==> src/rtl/alu_cmd_seq_if.sv <==
// alu_cmd_seq_if
//   Bundles the UART byte handshake and the ALU control/result signals seen
//   by alu_cmd_seq.
//   master : the sequencer (consumes rx bytes, drives tx and ALU control)
//   slave  : the UART/ALU side (supplies rx bytes, tx_busy and ALU result)
//   UART : rx_data[7:0], rx_ready, tx_data[7:0], tx_start, tx_busy
//   ALU  : alu_a/alu_b/alu_y[2:0], alu_op[1:0], alu_exec,
//          alu_res[15:0], alu_overflow
interface alu_cmd_seq_if;
    logic [7:0]  rx_data;
    logic        rx_ready;
    logic [7:0]  tx_data;
    logic        tx_start;
    logic        tx_busy;
    logic [2:0]  alu_a;
    logic [2:0]  alu_b;
    logic [2:0]  alu_y;
    logic [1:0]  alu_op;
    logic        alu_exec;
    logic [15:0] alu_res;
    logic        alu_overflow;

    modport master (
        input  rx_data, rx_ready, tx_busy, alu_res, alu_overflow,
        output tx_data, tx_start, alu_a, alu_b, alu_y, alu_op, alu_exec
    );

    modport slave (
        output rx_data, rx_ready, tx_busy, alu_res, alu_overflow,
        input  tx_data, tx_start, alu_a, alu_b, alu_y, alu_op, alu_exec
    );
endinterface

==> src/rtl/alu_cmd_seq.sv <==
// alu_cmd_seq
//   UART-to-ALU command sequencer. Accepts a 2-byte command
//   (byte0 = {op, a, b}, byte1 = {5'bx, y}), fires one ALU execute, waits
//   RES_LAT cycles, then returns res[7:0], res[15:8], {7'b0, ovf} over the
//   UART transmitter.
//   Optional macro ALU_SEQ_ECHO_EN: byte0 is echoed before the result bytes.
// Ports:
//   CLK      system clock
//   RST_N    asynchronous active-low reset
//   bus      alu_cmd_seq_if.master (UART rx/tx handshake, ALU control/result)
//   busy     high whenever the sequencer is not idle
//   dropped  sticky; a byte arrived while executing or transmitting
module alu_cmd_seq #(
    parameter int unsigned RES_LAT = 2,
    parameter int unsigned TIMEOUT = 1_000_000,
    parameter int unsigned TO_W    = 24
) (
    input  logic                 CLK,
    input  logic                 RST_N,
    alu_cmd_seq_if.master        bus,
    output logic                 busy,
    output logic                 dropped
);

    typedef enum logic [2:0] {
        ST_IDLE,
        ST_HDR,
        ST_EXEC,
        ST_WAIT,
`ifdef ALU_SEQ_ECHO_EN
        ST_TX_EC,
`endif
        ST_TX_LO,
        ST_TX_HI,
        ST_TX_ST
    } state_t;

`ifdef ALU_SEQ_ECHO_EN
    localparam state_t TX_FIRST = ST_TX_EC;
`else
    localparam state_t TX_FIRST = ST_TX_LO;
`endif

    localparam logic [3:0]      LAT_LAST = 4'(RES_LAT - 1);
    localparam logic [TO_W-1:0] TO_LIMIT = TO_W'(TIMEOUT);

    state_t            state_q, state_d;
    logic [1:0]        op_q, op_d;
    logic [2:0]        a_q, a_d;
    logic [2:0]        b_q, b_d;
    logic [2:0]        y_q, y_d;
    logic [TO_W-1:0]   to_cnt_q, to_cnt_d;
    logic [3:0]        lat_q, lat_d;
    logic [15:0]       res_q, res_d;
    logic              ovf_q, ovf_d;
    logic              guard_q, guard_d;
    logic              dropped_q, dropped_d;

    logic              tx_active;
    logic [7:0]        tx_byte;
    state_t            tx_next;
    logic              tx_start_c;
    logic [7:0]        tx_data_c;
    logic              alu_exec_c;

    always_comb begin
        state_d    = state_q;
        op_d       = op_q;
        a_d        = a_q;
        b_d        = b_q;
        y_d        = y_q;
        to_cnt_d   = to_cnt_q;
        lat_d      = lat_q;
        res_d      = res_q;
        ovf_d      = ovf_q;
        guard_d    = guard_q;
        dropped_d  = dropped_q;
        tx_active  = 1'b0;
        tx_byte    = '0;
        tx_next    = ST_IDLE;
        tx_start_c = 1'b0;
        tx_data_c  = '0;
        alu_exec_c = 1'b0;

        case (state_q)
            ST_IDLE: begin
                if (bus.rx_ready) begin
                    op_d     = bus.rx_data[7:6];
                    a_d      = bus.rx_data[5:3];
                    b_d      = bus.rx_data[2:0];
                    to_cnt_d = '0;
                    state_d  = ST_HDR;
                end
            end
            ST_HDR: begin
                // A byte arriving on the expiry cycle is still taken as byte1.
                if (bus.rx_ready) begin
                    y_d     = bus.rx_data[2:0];
                    state_d = ST_EXEC;
                end else if (to_cnt_q == TO_LIMIT) begin
                    state_d = ST_IDLE;
                end else begin
                    to_cnt_d = to_cnt_q + TO_W'(1);
                end
            end
            ST_EXEC: begin
                alu_exec_c = 1'b1;
                lat_d      = '0;
                state_d    = ST_WAIT;
            end
            ST_WAIT: begin
                if (lat_q == LAT_LAST) begin
                    res_d   = bus.alu_res;
                    ovf_d   = bus.alu_overflow;
                    state_d = TX_FIRST;
                end else begin
                    lat_d = lat_q + 4'd1;
                end
            end
`ifdef ALU_SEQ_ECHO_EN
            ST_TX_EC: begin
                tx_active = 1'b1;
                tx_byte   = {op_q, a_q, b_q};
                tx_next   = ST_TX_LO;
            end
`endif
            ST_TX_LO: begin
                tx_active = 1'b1;
                tx_byte   = res_q[7:0];
                tx_next   = ST_TX_HI;
            end
            ST_TX_HI: begin
                tx_active = 1'b1;
                tx_byte   = res_q[15:8];
                tx_next   = ST_TX_ST;
            end
            ST_TX_ST: begin
                tx_active = 1'b1;
                tx_byte   = {7'b0, ovf_q};
                tx_next   = ST_IDLE;
            end
            default: state_d = ST_IDLE;
        endcase

        // Shared transmit handshake: after a start, the guard cycle ignores
        // tx_busy (the UART raises it one cycle late), then the state advances.
        if (tx_active) begin
            tx_data_c = tx_byte;
            if (guard_q) begin
                guard_d = 1'b0;
                state_d = tx_next;
            end else if (!bus.tx_busy) begin
                tx_start_c = 1'b1;
                guard_d    = 1'b1;
            end
        end

        if (bus.rx_ready && state_q != ST_IDLE && state_q != ST_HDR) begin
            dropped_d = 1'b1;
        end
    end

    always_ff @(posedge CLK or negedge RST_N) begin
        if (!RST_N) begin
            state_q   <= ST_IDLE;
            op_q      <= '0;
            a_q       <= '0;
            b_q       <= '0;
            y_q       <= '0;
            to_cnt_q  <= '0;
            lat_q     <= '0;
            res_q     <= '0;
            ovf_q     <= 1'b0;
            guard_q   <= 1'b0;
            dropped_q <= 1'b0;
        end else begin
            state_q   <= state_d;
            op_q      <= op_d;
            a_q       <= a_d;
            b_q       <= b_d;
            y_q       <= y_d;
            to_cnt_q  <= to_cnt_d;
            lat_q     <= lat_d;
            res_q     <= res_d;
            ovf_q     <= ovf_d;
            guard_q   <= guard_d;
            dropped_q <= dropped_d;
        end
    end

    assign bus.tx_data  = tx_data_c;
    assign bus.tx_start = tx_start_c;
    assign bus.alu_exec = alu_exec_c;
    assign bus.alu_a    = a_q;
    assign bus.alu_b    = b_q;
    assign bus.alu_y    = y_q;
    assign bus.alu_op   = op_q;
    assign busy         = (state_q != ST_IDLE);
    assign dropped      = dropped_q;

endmodule

==> src/flat_wrapper.sv <==
// flat-port wrapper written by rule: the top's interface ports become plain ports
module alu_cmd_seq_flat 
#(
    parameter int unsigned RES_LAT = 2,
    parameter int unsigned TIMEOUT = 1_000_000,
    parameter int unsigned TO_W    = 24
)
  (CLK, RST_N, busy, dropped, bus_rx_data, bus_rx_ready, bus_tx_busy, bus_alu_res, bus_alu_overflow, bus_tx_data, bus_tx_start, bus_alu_a, bus_alu_b, bus_alu_y, bus_alu_op, bus_alu_exec);
  alu_cmd_seq_if bus_i ();
  input  logic CLK;
  input  logic RST_N;
  output logic busy;
  output logic dropped;
  input wire logic [$bits(bus_i.rx_data)-1:0] bus_rx_data;
  input wire logic [$bits(bus_i.rx_ready)-1:0] bus_rx_ready;
  input wire logic [$bits(bus_i.tx_busy)-1:0] bus_tx_busy;
  input wire logic [$bits(bus_i.alu_res)-1:0] bus_alu_res;
  input wire logic [$bits(bus_i.alu_overflow)-1:0] bus_alu_overflow;
  output wire logic [$bits(bus_i.tx_data)-1:0] bus_tx_data;
  output wire logic [$bits(bus_i.tx_start)-1:0] bus_tx_start;
  output wire logic [$bits(bus_i.alu_a)-1:0] bus_alu_a;
  output wire logic [$bits(bus_i.alu_b)-1:0] bus_alu_b;
  output wire logic [$bits(bus_i.alu_y)-1:0] bus_alu_y;
  output wire logic [$bits(bus_i.alu_op)-1:0] bus_alu_op;
  output wire logic [$bits(bus_i.alu_exec)-1:0] bus_alu_exec;
  assign bus_i.rx_data = bus_rx_data;
  assign bus_i.rx_ready = bus_rx_ready;
  assign bus_i.tx_busy = bus_tx_busy;
  assign bus_i.alu_res = bus_alu_res;
  assign bus_i.alu_overflow = bus_alu_overflow;
  assign bus_tx_data = bus_i.tx_data;
  assign bus_tx_start = bus_i.tx_start;
  assign bus_alu_a = bus_i.alu_a;
  assign bus_alu_b = bus_i.alu_b;
  assign bus_alu_y = bus_i.alu_y;
  assign bus_alu_op = bus_i.alu_op;
  assign bus_alu_exec = bus_i.alu_exec;
  alu_cmd_seq #(.RES_LAT(RES_LAT), .TIMEOUT(TIMEOUT), .TO_W(TO_W)) u_core (.CLK(CLK), .RST_N(RST_N), .bus(bus_i), .busy(busy), .dropped(dropped));
endmodule
==> config.mk <==
export PLATFORM = sky130hd
export DESIGN_NAME = alu_cmd_seq_flat
export DESIGN_NICKNAME = d
export VERILOG_FILES = /design/src/rtl/alu_cmd_seq_if.sv /design/src/rtl/alu_cmd_seq.sv /design/src/flat_wrapper.sv
export SDC_FILE = /design/constraint.sdc
export NUM_CORES = 1
export LEC_CHECK = 0
export CORE_ASPECT_RATIO = 1.5
export CORE_MARGIN = 3
export CORE_UTILIZATION = 55
export CTS_BUF_LIST = sky130_fd_sc_hd__clkbuf_8
export DETAILED_ROUTE_END_ITERATION = 10
export HOLD_SLACK_MARGIN = 0.12
export PLACE_DENSITY = 0.85
export SKIP_LAST_GASP = 1
export SLEW_MARGIN = 20
export SYNTH_ARGS = -nofsm -noshare
export SYNTH_HDL_FRONTEND = slang
export SYNTH_SLANG_ARGS = --single-unit
==> constraint.sdc <==
create_clock -name CLK -period 6.1 [get_ports CLK]
set_clock_uncertainty 0.15 [all_clocks]
set_input_delay 1.22 -clock CLK [delete_from_list [all_inputs] [get_ports CLK]]
set_output_delay 1.22 -clock CLK [all_outputs]
set_load 0.05 [all_outputs]
==> run_results.csv, run 1 <==
group,metric,value,unit
route,ant_nets,0,
route,drc,0,
setup_path,rr_startpoint,"u_core.state_q[0]$_DFF_PN0_",
layout,final_layout_size_suffix_gt1_share,14.84,%
cts,postCtsSetupRepairBufs,0,
setup_path,crit_type,"in -> out",
layout,final_core_util,72.80,%
setup_path,cp_slowest_cell,"clkdlybuf4s50_1",
synthesis,synth-main-ff-cell,"dfrtp_1",
synthesis,synth-seq-cells,61,
min_path,hold_path_end,"u_core.dropped$_DFFE_PN0P_",
pwr,pwr-share-comb,39.4,%
global_route,grt_max_degree,62,
layout,mostFrequentLayoutCell,"dfrtp_1",
pwr,internal-power,1.038,mW
cts,postCtsResizedCells,0,
min_path,hp-class,"reg -> reg",
setup_path,crit_path_frequent_cell,"clkdlybuf4s50_1",
setup_path,rrSetupSlack,3.51,ns
timing,finalSetupViolCount,0,
setup_path,cp_top_family,"buffers and inverters",
route,detail_route.wl_per_cell,15.51,µm
layout,fillers,399,
synthesis,ys_seq_area_share,49.39,%
setup_path,crit_start,"bus_tx_busy",
setup_path,critPathBufInv,2,
setup_path,critPathRequiredTime,4.73,ns
timing,tightest_slew,0.8450,ns
run_status,status,"finished, final reports clean",
synthesis,async_flop_share,100.0,%
floorplan,start_util,58.48,%
cts,cts_tree,"done",
timing,hold_viol,0,
floorplan,die-height,97.81,µm
layout,multi_input_area,1464,µm²
route,via_per_inst,5.898,
global_route,grt_antenna_before_repair,0,
floorplan,rows,32,
floorplan,dieArea,6573,µm²
global_route,grt.overflow.total,0,
setup_path,worstPathArrival,2.69,ns
floorplan,die_w,67.21,µm
timing,fin_setup_tns,0,ns
min_path,hold_start,"u_core.dropped$_DFFE_PN0P_",
timing,rsz0062_at_grt,"no",
pwr,netSwitchingFraction,40.36,%
route,dr_wl_met2,3530,µm
route,dr.first_iter.drc_count,191,
cts,cts_made_buffers,9,
synthesis,yosysWarnings,0,
cts,cts-htree-levels,3,
pwr,power.share.clock,22.5,%
setup_path,worstPathCellList,"clkdlybuf4s50_1, nor3_1, clkdlybuf4s50_1",
floorplan,core,5285,µm²
synthesis,netlist_instances,308,
setup_path,crit_path_max_fanout,2,
place,globalplace.congestion,0.7433,
layout,regArea,1526,µm²
layout,diodes,0,
pwr,seqPwrFrac,38.1,%
setup_path,slowest_delay,0.85,ns
route,wirelength,6700,µm
run,maxCapViolCount,0,
pwr,leakage,1.587,nW
cts,clk_latency,0.34,ns
timing,fin_crit_sh,66.48,%
setup_path,reg2reg_to,"u_core.to_cnt_q[19]$_DFFE_PN0P_",
place,dp_cells,416,
route,wl_met3,371,µm
floorplan,io-pin-count,52,
setup_path,rr_worst_depth,4,
global_route,grt_pass1_wl,11420,µm
route,wl_met1,2717,µm
layout,stdcell_count,432,
place,dp_hpwl,4489,µm
synthesis,synthesis.area,3090,µm²
synthesis,synth.distinct_cells,47,
pwr,p_per_area,452.2,nW/µm²
cts,hold_buffers,0,
timing,fmax,0.2466,GHz
synthesis,synth_fp_nets,341,
timing,min_period,4.055,ns
cts,clk_path_buf_depth,2,
synthesis,syn_area_per_cell,10.03,µm²
cts,cts-root-buf,"clkbuf_8",
pwr,switchingPower,702.1,µW
layout,area_growth,24.49,%
pwr,ir_worst_vdd,0.3055,mV
timing,slew_violations,0,
setup_path,cp-end-kind,"output port",
layout,final_nets,392,
route,drt_first_pass_iters,4,
timing,maxSlewHeadroom,43.66,%
place,port_buffers,51,
global_route,grt_usage,22.56,%
synthesis,synth_edf_count,0,
route,vias,2548,
min_path,min_path_cells,1,
cts,clk_pin_slew,0.07,ns
layout,final_cell_mix,"dfrtp_1 (61), clkdlybuf4s50_1 (50), nand2_1 (47), o21ai_0 (22), mux2_2 (20)",
setup_path,crit_path_start_kind,"primary input",
global_route,grt_pass1_vias,2590,
route,topRoutingLayerUsed,"met4",
cts,cts.sinks,61,
## layer usage
layer | vias up | global-route usage [%]
met4 | 0 | 8.906
met2 | 64 | 37.20
met3 | 9 | 7.250
met5 | - | 0
met1 | 1262 | 26.69
li1 | 1213 | -
## registers in the layout, indices dropped and copies added, names as in the netlist
register,cells
u_core.to_cnt_q,24
u_core.res_q,16
u_core.lat_q,4
u_core.bus.alu_a,3
u_core.bus.alu_b,3
u_core.bus.alu_y,3
u_core.state_q,3
u_core.bus.alu_op,2
u_core.dropped,1
u_core.guard_q,1
u_core.ovf_q,1
## power by group through the flow
stage	Combinational, mW	Sequential (mW)	Clock [mW]
2_1_floorplan	0.427	0.732	0
3_3_place_gp	0.666	0.660	0
3_5_place_dp	0.686	0.666	0
4_1_cts	0.693	0.660	0.399
5_1_grt	0.746	0.682	0.415
6_report	0.685	0.663	0.392
## worst max-delay path by stage
stage                           to  depth (start not counted)
floorplan             bus_tx_start                          1
global placement      bus_tx_start                          3
detailed placement    bus_tx_start                          3
CTS                   bus_tx_start                          3
global route        bus_tx_data[0]                          5
finish                bus_tx_start                          3
## cell usage after synthesis (3+ instances only)
| library cell | n | area (µm²) |
|---|---|---|
| o31ai_1 | 5 | 37.54 |
| nand2_1 | 47 | 176.4 |
| nor2_1 | 13 | 48.80 |
| nand4_1 | 7 | 43.79 |
| or4_1 | 6 | 45.04 |
| inv_1 | 8 | 30.03 |
| mux2i_1 | 9 | 90.09 |
| nand3_1 | 9 | 45.04 |
| nor3b_1 | 4 | 30.03 |
| and2_1 | 4 | 25.02 |
| or3_1 | 13 | 81.33 |
| o21ai_0 | 22 | 110.1 |
| dfrtp_1 | 61 | 1526 |
| ha_1 | 4 | 50.05 |
| clkbuf_1 | 5 | 18.77 |
| nor4_1 | 4 | 25.02 |
| a21oi_2 | 3 | 26.28 |
| o211ai_1 | 5 | 37.54 |
| o21ai_2 | 3 | 26.28 |
| a21oi_1 | 16 | 80.08 |
| nor3_1 | 4 | 20.02 |
| mux2_2 | 20 | 225.2 |
| nand2b_1 | 3 | 18.77 |
| buf_2 | 4 | 20.02 |
## cell type report
cell class	instances	area share, %
Sequential cell	61	39.67
Multi-Input combinational cell	225	38.05
Timing Repair Buffer	54	13.72
Clock buffer	9	3.220
Clock inverter	7	2.341
Tap cell	68	2.211
Inverter	8	0.7805
## cell families after synthesis
| logic type | count (synthesis) | share of synthesized area (%) |
|---|---|---|
| simple gates | 126 | 21.82 |
| compound gates | 65 | 13.12 |
| flops | 61 | 49.39 |
| mux | 29 | 10.20 |
| buf+inv | 22 | 3.563 |
| fa+ha+maj | 4 | 1.619 |
| xor+xnor | 1 | 0.2835 |
## metrics by stage
step | worst slack (ns) | power, mW | hold WS [ns] | instance area (µm²)
5_1_grt | 1.856 | 1.844 | 0.3464 | 3847
6_report | 2.045 | 1.740 | 0.3263 | 3847
3_3_place_gp | 2.049 | 1.325 | 0.3007 | 3633
2_1_floorplan | 2.383 | 1.159 | 0.3299 | 3090
3_5_place_dp | 2.055 | 1.352 | 0.3052 | 3633
4_1_cts | 2.036 | 1.752 | 0.3247 | 3847
No activity file was read; power rests on OpenSTA's default activity.
==> run 2, diff against run 1 <==
Clock period 6.1 ns to 4.07 ns, I/O delays scaled along.
==> run 2 against run 1 <==
Effect of this change:
- flip-flop and latch count stayed put
- count of clock-buffer cells in the layout stayed put
- largest power group unchanged
- die area stayed put
- largest cell class unchanged
==> run_results.csv, run 2 (synthesis results as in run 1) <==
group,metric,value,unit
layout,mostFrequentLayoutCell,"dfrtp_1",
setup_path,worstPathCellList,"clkdlybuf4s50_1, nor3_1, clkdlybuf4s50_1",
setup_path,cp_top_family,"buffers and inverters",
setup_path,cp_slowest_cell,"clkdlybuf4s50_1",
place,dp_hpwl,4692,µm
floorplan,rows,32,
setup_path,critPathBufInv,2,
route,dr.first_iter.drc_count,159,
timing,slew_violations,0,
floorplan,start_util,58.48,%
global_route,grt_max_degree,41,
layout,diodes,0,
cts,postCtsResizedCells,0,
route,vias,2524,
layout,top_register,"u_core.to_cnt_q",
pwr,p_total,2.472,mW
route,drc,0,
timing,hold_viol,0,
global_route,grt_pass1_vias,2605,
global_route,grt_usage,22.86,%
layout,final_core_util,71.90,%
setup_path,worstPathArrival,2.29,ns
setup_path,crit_path_frequent_cell,"clkdlybuf4s50_1",
layout,area_growth,22.96,%
timing,finalSetupViolCount,0,
global_route,grt_pass1_wl,11650,µm
pwr,leakage,1.578,nW
floorplan,die_w,67.21,µm
setup_path,crit_path_start_kind,"primary input",
cts,cts-htree-levels,3,
cts,cts_tree,"done",
timing,rsz0062_at_grt,"no",
cts,postCtsSetupRepairBufs,0,
floorplan,die-height,97.81,µm
min_path,hp-class,"reg -> reg",
cts,cts_made_buffers,9,
global_route,grt_antenna_before_repair,0,
setup_path,critPathRequiredTime,3.11,ns
setup_path,crit_path_max_fanout,2,
run_status,status,"finished, final reports clean",
route,ant_nets,0,
layout,final_nets,393,
layout,multi_input_area,1464,µm²
route,wirelength,6675,µm
timing,fmax,0.3076,GHz
floorplan,io-pin-count,52,
timing,tightest_slew,0.8795,ns
place,port_buffers,51,
timing,fin_hold_ws,0.3318,ns
floorplan,core,5285,µm²
layout,top_regs,"u_core.to_cnt_q x24, u_core.res_q x16, u_core.lat_q x4",
timing,min_period,3.251,ns
run,maxCapViolCount,0,
setup_path,crit_type,"in -> out",
place,globalplace.congestion,0.7622,
route,via_per_inst,5.829,
pwr,p_per_area,650.6,nW/µm²
cts,clk_pin_slew,0.07,ns
cts,clk_path_buf_depth,2,
global_route,grt.overflow.total,0,
layout,final_cell_mix,"dfrtp_1 (61), clkdlybuf4s50_1 (50), nand2_1 (47), o21ai_0 (22), mux2_2 (20)",
setup_path,slowest_delay,0.84,ns
route,drt_first_pass_iters,4,
cts,cts-root-buf,"clkbuf_8",
timing,fin_setup_tns,0,ns
cts,clk_latency,0.34,ns
floorplan,dieArea,6573,µm²
timing,fin_crit_sh,79.89,%
cts,hold_buffers,0,
route,detail_route.wl_per_cell,15.42,µm
pwr,ir_worst_vdd,0.4145,mV
timing,maxSlewHeadroom,41.37,%
setup_path,cp-end-kind,"output port",
layout,final_layout_size_suffix_gt1_share,14.52,%
layout,largest_reg_flops,24,
layout,regArea,1526,µm²
cts,cts.sinks,61,
layout,fillers,387,
## run 2: per-stage QoR
stage | cell area, µm² | setup WS (ns) | std cells
6_report | 3800 | 0.8187 | 433
5_1_grt | 3800 | 0.7371 | 433
4_1_cts | 3800 | 0.8029 | 433
3_5_place_dp | 3641 | 0.8052 | 417
3_3_place_gp | 3641 | 0.8283 | 417
2_1_floorplan | 3090 | 1.165 | 308
## run 2: final timing paths
| check | start | end | slack (ns) | depth (start not counted) |
|---|---|---|---|---|
| worst max-delay path | bus_tx_busy | bus_tx_start | 0.82 | 3 |
| worst min-delay path | u_core.bus.alu_a[1]$_DFFE_PN0P_ | u_core.bus.alu_a[1]$_DFFE_PN0P_ | 0.33 | 2 |
| worst max register to register | u_core.to_cnt_q[2]$_DFFE_PN0P_ | u_core.to_cnt_q[18]$_DFFE_PN0P_ | 1.47 | 5 |
| worst min register to register | u_core.bus.alu_a[1]$_DFFE_PN0P_ | u_core.bus.alu_a[1]$_DFFE_PN0P_ | 0.33 | 2 |
| max in group asynchronous | RST_N | u_core.bus.alu_b[0]$_DFFE_PN0P_ | 2.50 | 2 |
| min in group asynchronous | RST_N | u_core.to_cnt_q[16]$_DFFE_PN0P_ | 0.45 | 1 |
## run 2: layer usage
| layer | vias to the layer above | wire length [µm] | GRT usage, % | part of all wire, % |
|---|---|---|---|---|
| li1 | 1214 | - | - | - |
| met1 | 1229 | 2720 | 27.36 | 41 |
| met2 | 70 | 3513 | 38.26 | 53 |
| met3 | 11 | 350 | 7.710 | 5.2 |
| met4 | 0 | 91 | 6.719 | 1.4 |
| met5 | - | 0 | 0 | 0 |
## run 2: report_power, final
part	internal [mW]	switching [mW]	total, mW
Combinational	0.417	0.638	1.05
Sequential	0.803	0.175	0.978
Clock	0.211	0.228	0.440
## run 2: worst min-delay path: stages (launching register included)
cell and delay [ns]:
dfrtp_1 0.35, nand2_1 0.05, nand2_1 0.05
## run 2: final cells by class
cell class	instances	share of cell area [%]
Clock buffer	9	3.260
Clock inverter	7	0.9220
Inverter	8	0.7903
Multi-Input combinational cell	225	38.52
Sequential cell	61	40.17
Tap cell	68	2.239
Timing Repair Buffer	55	14.09
==> run 3, diff against run 2 <==
Clock period 4.07 ns to 3.1 ns, I/O delays scaled along.
==> run 3 against run 2 <==
Effect of this change:
- global-route usage grew 0.40 points
- critical endpoint is now bus_tx_data[2]
- critical path type is now reg -> out
- cell area grew 2.9%
- worst hold slack lost 0.0081 ns
- die area is the same
- non-clock buffer count grew 4
==> run_results.csv, run 3 (synthesis results as in run 1) <==
group,metric,value,unit
floorplan,core,5285,µm²
setup_path,crit_path_max_fanout,14,
place,port_buffers,51,
timing,fin_setup_tns,0,ns
cts,clk_latency,0.34,ns
pwr,switchingPower,1.365,mW
min_path,hp-class,"reg -> reg",
place,globalplace.congestion,0.7475,
setup_path,rr_worst_depth,5,
route,vias,2550,
timing,rsz0062_at_grt,"no",
layout,mostFrequentLayoutCell,"dfrtp_1",
global_route,grt.overflow.total,0,
global_route,grt_pass1_wl,11850,µm
global_route,grt_antenna_before_repair,0,
setup_path,worstPathArrival,2.21,ns
route,drt_first_pass_iters,4,
floorplan,io-pin-count,52,
layout,largest_reg_flops,24,
global_route,grt_usage,23.26,%
pwr,power.share.clock,22.9,%
layout,final_core_util,73.96,%
setup_path,crit_type,"reg -> out",
timing,tightest_slew,0.7638,ns
pwr,internal-power,2.112,mW
pwr,ir_worst_vdd,0.6716,mV
cts,cts-htree-levels,3,
global_route,grt_pass1_vias,2734,
setup_path,rrSetupSlack,0.54,ns
layout,final_nets,397,
setup_path,rr_startpoint,"u_core.to_cnt_q[2]$_DFFE_PN0P_",
layout,top_register,"u_core.to_cnt_q",
setup_path,cp-end-kind,"output port",
layout,fillers,388,
place,dp_hpwl,4780,µm
cts,postCtsSetupRepairBufs,0,
setup_path,critPathRequiredTime,2.33,ns
layout,final_cell_mix,"dfrtp_1 (61), nand2_1 (47), clkdlybuf4s50_1 (45), o21ai_0 (22), mux2_2 (20)",
pwr,leakage,1.668,nW
timing,slew_violations,0,
route,wirelength,6813,µm
cts,clk_path_buf_depth,2,
run_status,status,"finished, final reports clean",
timing,maxSlewHeadroom,48.61,%
cts,cts.sinks,61,
floorplan,rows,32,
global_route,grt_max_degree,52,
layout,final_area,3909,µm²
floorplan,die_w,67.21,µm
min_path,hold_path_end,"u_core.dropped$_DFFE_PN0P_",
pwr,seqPwrFrac,36.6,%
timing,fmax,0.3352,GHz
setup_path,crit_path_start_kind,"register",
layout,final_layout_size_suffix_gt1_share,16.26,%
layout,diodes,0,
floorplan,die-height,97.81,µm
layout,top_regs,"u_core.to_cnt_q x24, u_core.res_q x16, u_core.lat_q x4",
route,dr.first_iter.drc_count,140,
route,drc,0,
setup_path,reg2reg_to,"u_core.to_cnt_q[7]$_DFFE_PN0P_",
timing,fin_crit_sh,96.24,%
cts,cts_made_buffers,9,
timing,hold_viol,0,
cts,clk_pin_slew,0.06,ns
min_path,hold_start,"u_core.dropped$_DFFE_PN0P_",
floorplan,start_util,58.48,%
route,ant_nets,0,
route,via_per_inst,5.835,
place,placed_cell_area,3669,µm²
floorplan,dieArea,6573,µm²
timing,finalSetupViolCount,0,
cts,cts_tree,"done",
pwr,p_per_area,889.6,nW/µm²
pwr,netSwitchingFraction,39.26,%
min_path,min_path_cells,1,
layout,area_growth,26.48,%
cts,cts-root-buf,"clkbuf_8",
run,maxCapViolCount,0,
timing,min_period,2.984,ns
pwr,pwr-share-comb,40.5,%
route,detail_route.wl_per_cell,15.59,µm
-- run 3: changes by cell type in the layout (fill, tap and decap cells not counted) --
| cell | before | now |
|---|---|---|
| inv_1 | 10 | 9 |
| dlymetal6s2s_1 | 0 | 2 |
| clkinvlp_4 | 1 | 0 |
| clkinv_2 | 4 | 2 |
| clkbuf_8 | 9 | 11 |
| buf_4 | 4 | 9 |
| bufinv_16 | 0 | 2 |
| buf_12 | 0 | 1 |
| dlygate4sd3_1 | 0 | 1 |
| clkdlybuf4s50_1 | 50 | 45 |
-- run 3: how the worst max path moves through the flow --
| stage | startpoint | endpoint | slack (ns) | cells after the start |
|---|---|---|---|---|
| after global placement | bus_rx_ready | u_core.to_cnt_q[19]$_DFFE_PN0P_ | 0.39 | 5 |
| after global routing | u_core.state_q[1]$_DFF_PN0_ | bus_tx_data[1] | 0.01 | 3 |
| after CTS | u_core.state_q[1]$_DFF_PN0_ | bus_tx_data[3] | 0.06 | 3 |
| final | u_core.state_q[1]$_DFF_PN0_ | bus_tx_data[2] | 0.12 | 3 |
| after floorplan | u_core.state_q[0]$_DFF_PN0_ | bus_tx_start | 0.46 | 4 |
| after detailed placement | bus_rx_ready | u_core.to_cnt_q[10]$_DFFE_PN0P_ | 0.30 | 5 |
-- run 3: power groups by stage --
stage                     Sequential, mW  Combinational, mW  Clock (mW)
after detailed placement            1.28               1.42           0
after CTS                           1.27               1.43       0.802
after global placement              1.27               1.37           0
after global routing                1.31               1.54       0.835
final                               1.27               1.41       0.795
after floorplan                     1.44              0.840           0
-- run 3: timing repair --
item,in CTS,in global routing
hold buffers,1,0
gates resized for setup,0,2
setup endpoints to repair,0,2
endpoints found under the hold margin,10,0
-- run 3: routing by layer --
metal / GRT usage (%) / share of wire [%]
met5: 0 / 0
met3: 6.789 / 5.9
met2: 40.98 / 55
met1: 25.70 / 38
met4: 8.438 / 1.2
-- run 3: worst max-delay path: stages, from the launching register on --
cell and delay [ns]:
dfrtp_1 0.53, nand2b_1 0.36, nor2_1 0.17, clkdlybuf4s50_1 0.81
-- run 3: layout make-up --
type	instances	area (µm²)	share of cell area [%]
Sequential cell	61	1526	39.05
Multi-Input combinational cell	225	1464	37.45
Timing Repair Buffer	59	578.1	14.79
Clock buffer	11	151.4	3.873
Tap cell	68	85.08	2.177
Clock inverter	5	73.82	1.889
Inverter	8	30.03	0.7682
-- run 3: per-stage QoR --
| stage | setup slack (ns) | power (mW) | cells | hold slack (ns) |
|---|---|---|---|---|
| CTS | 0.06230 | 3.502 | 437 | 0.3236 |
| global route | 0.01099 | 3.687 | 437 | 0.3449 |
| finish | 0.1165 | 3.477 | 437 | 0.3236 |
| floorplan | 0.4579 | 2.281 | 308 | 0.1744 |
| global placement | 0.3940 | 2.639 | 420 | 0.3018 |
| detailed placement | 0.3024 | 2.704 | 420 | 0.3125 |
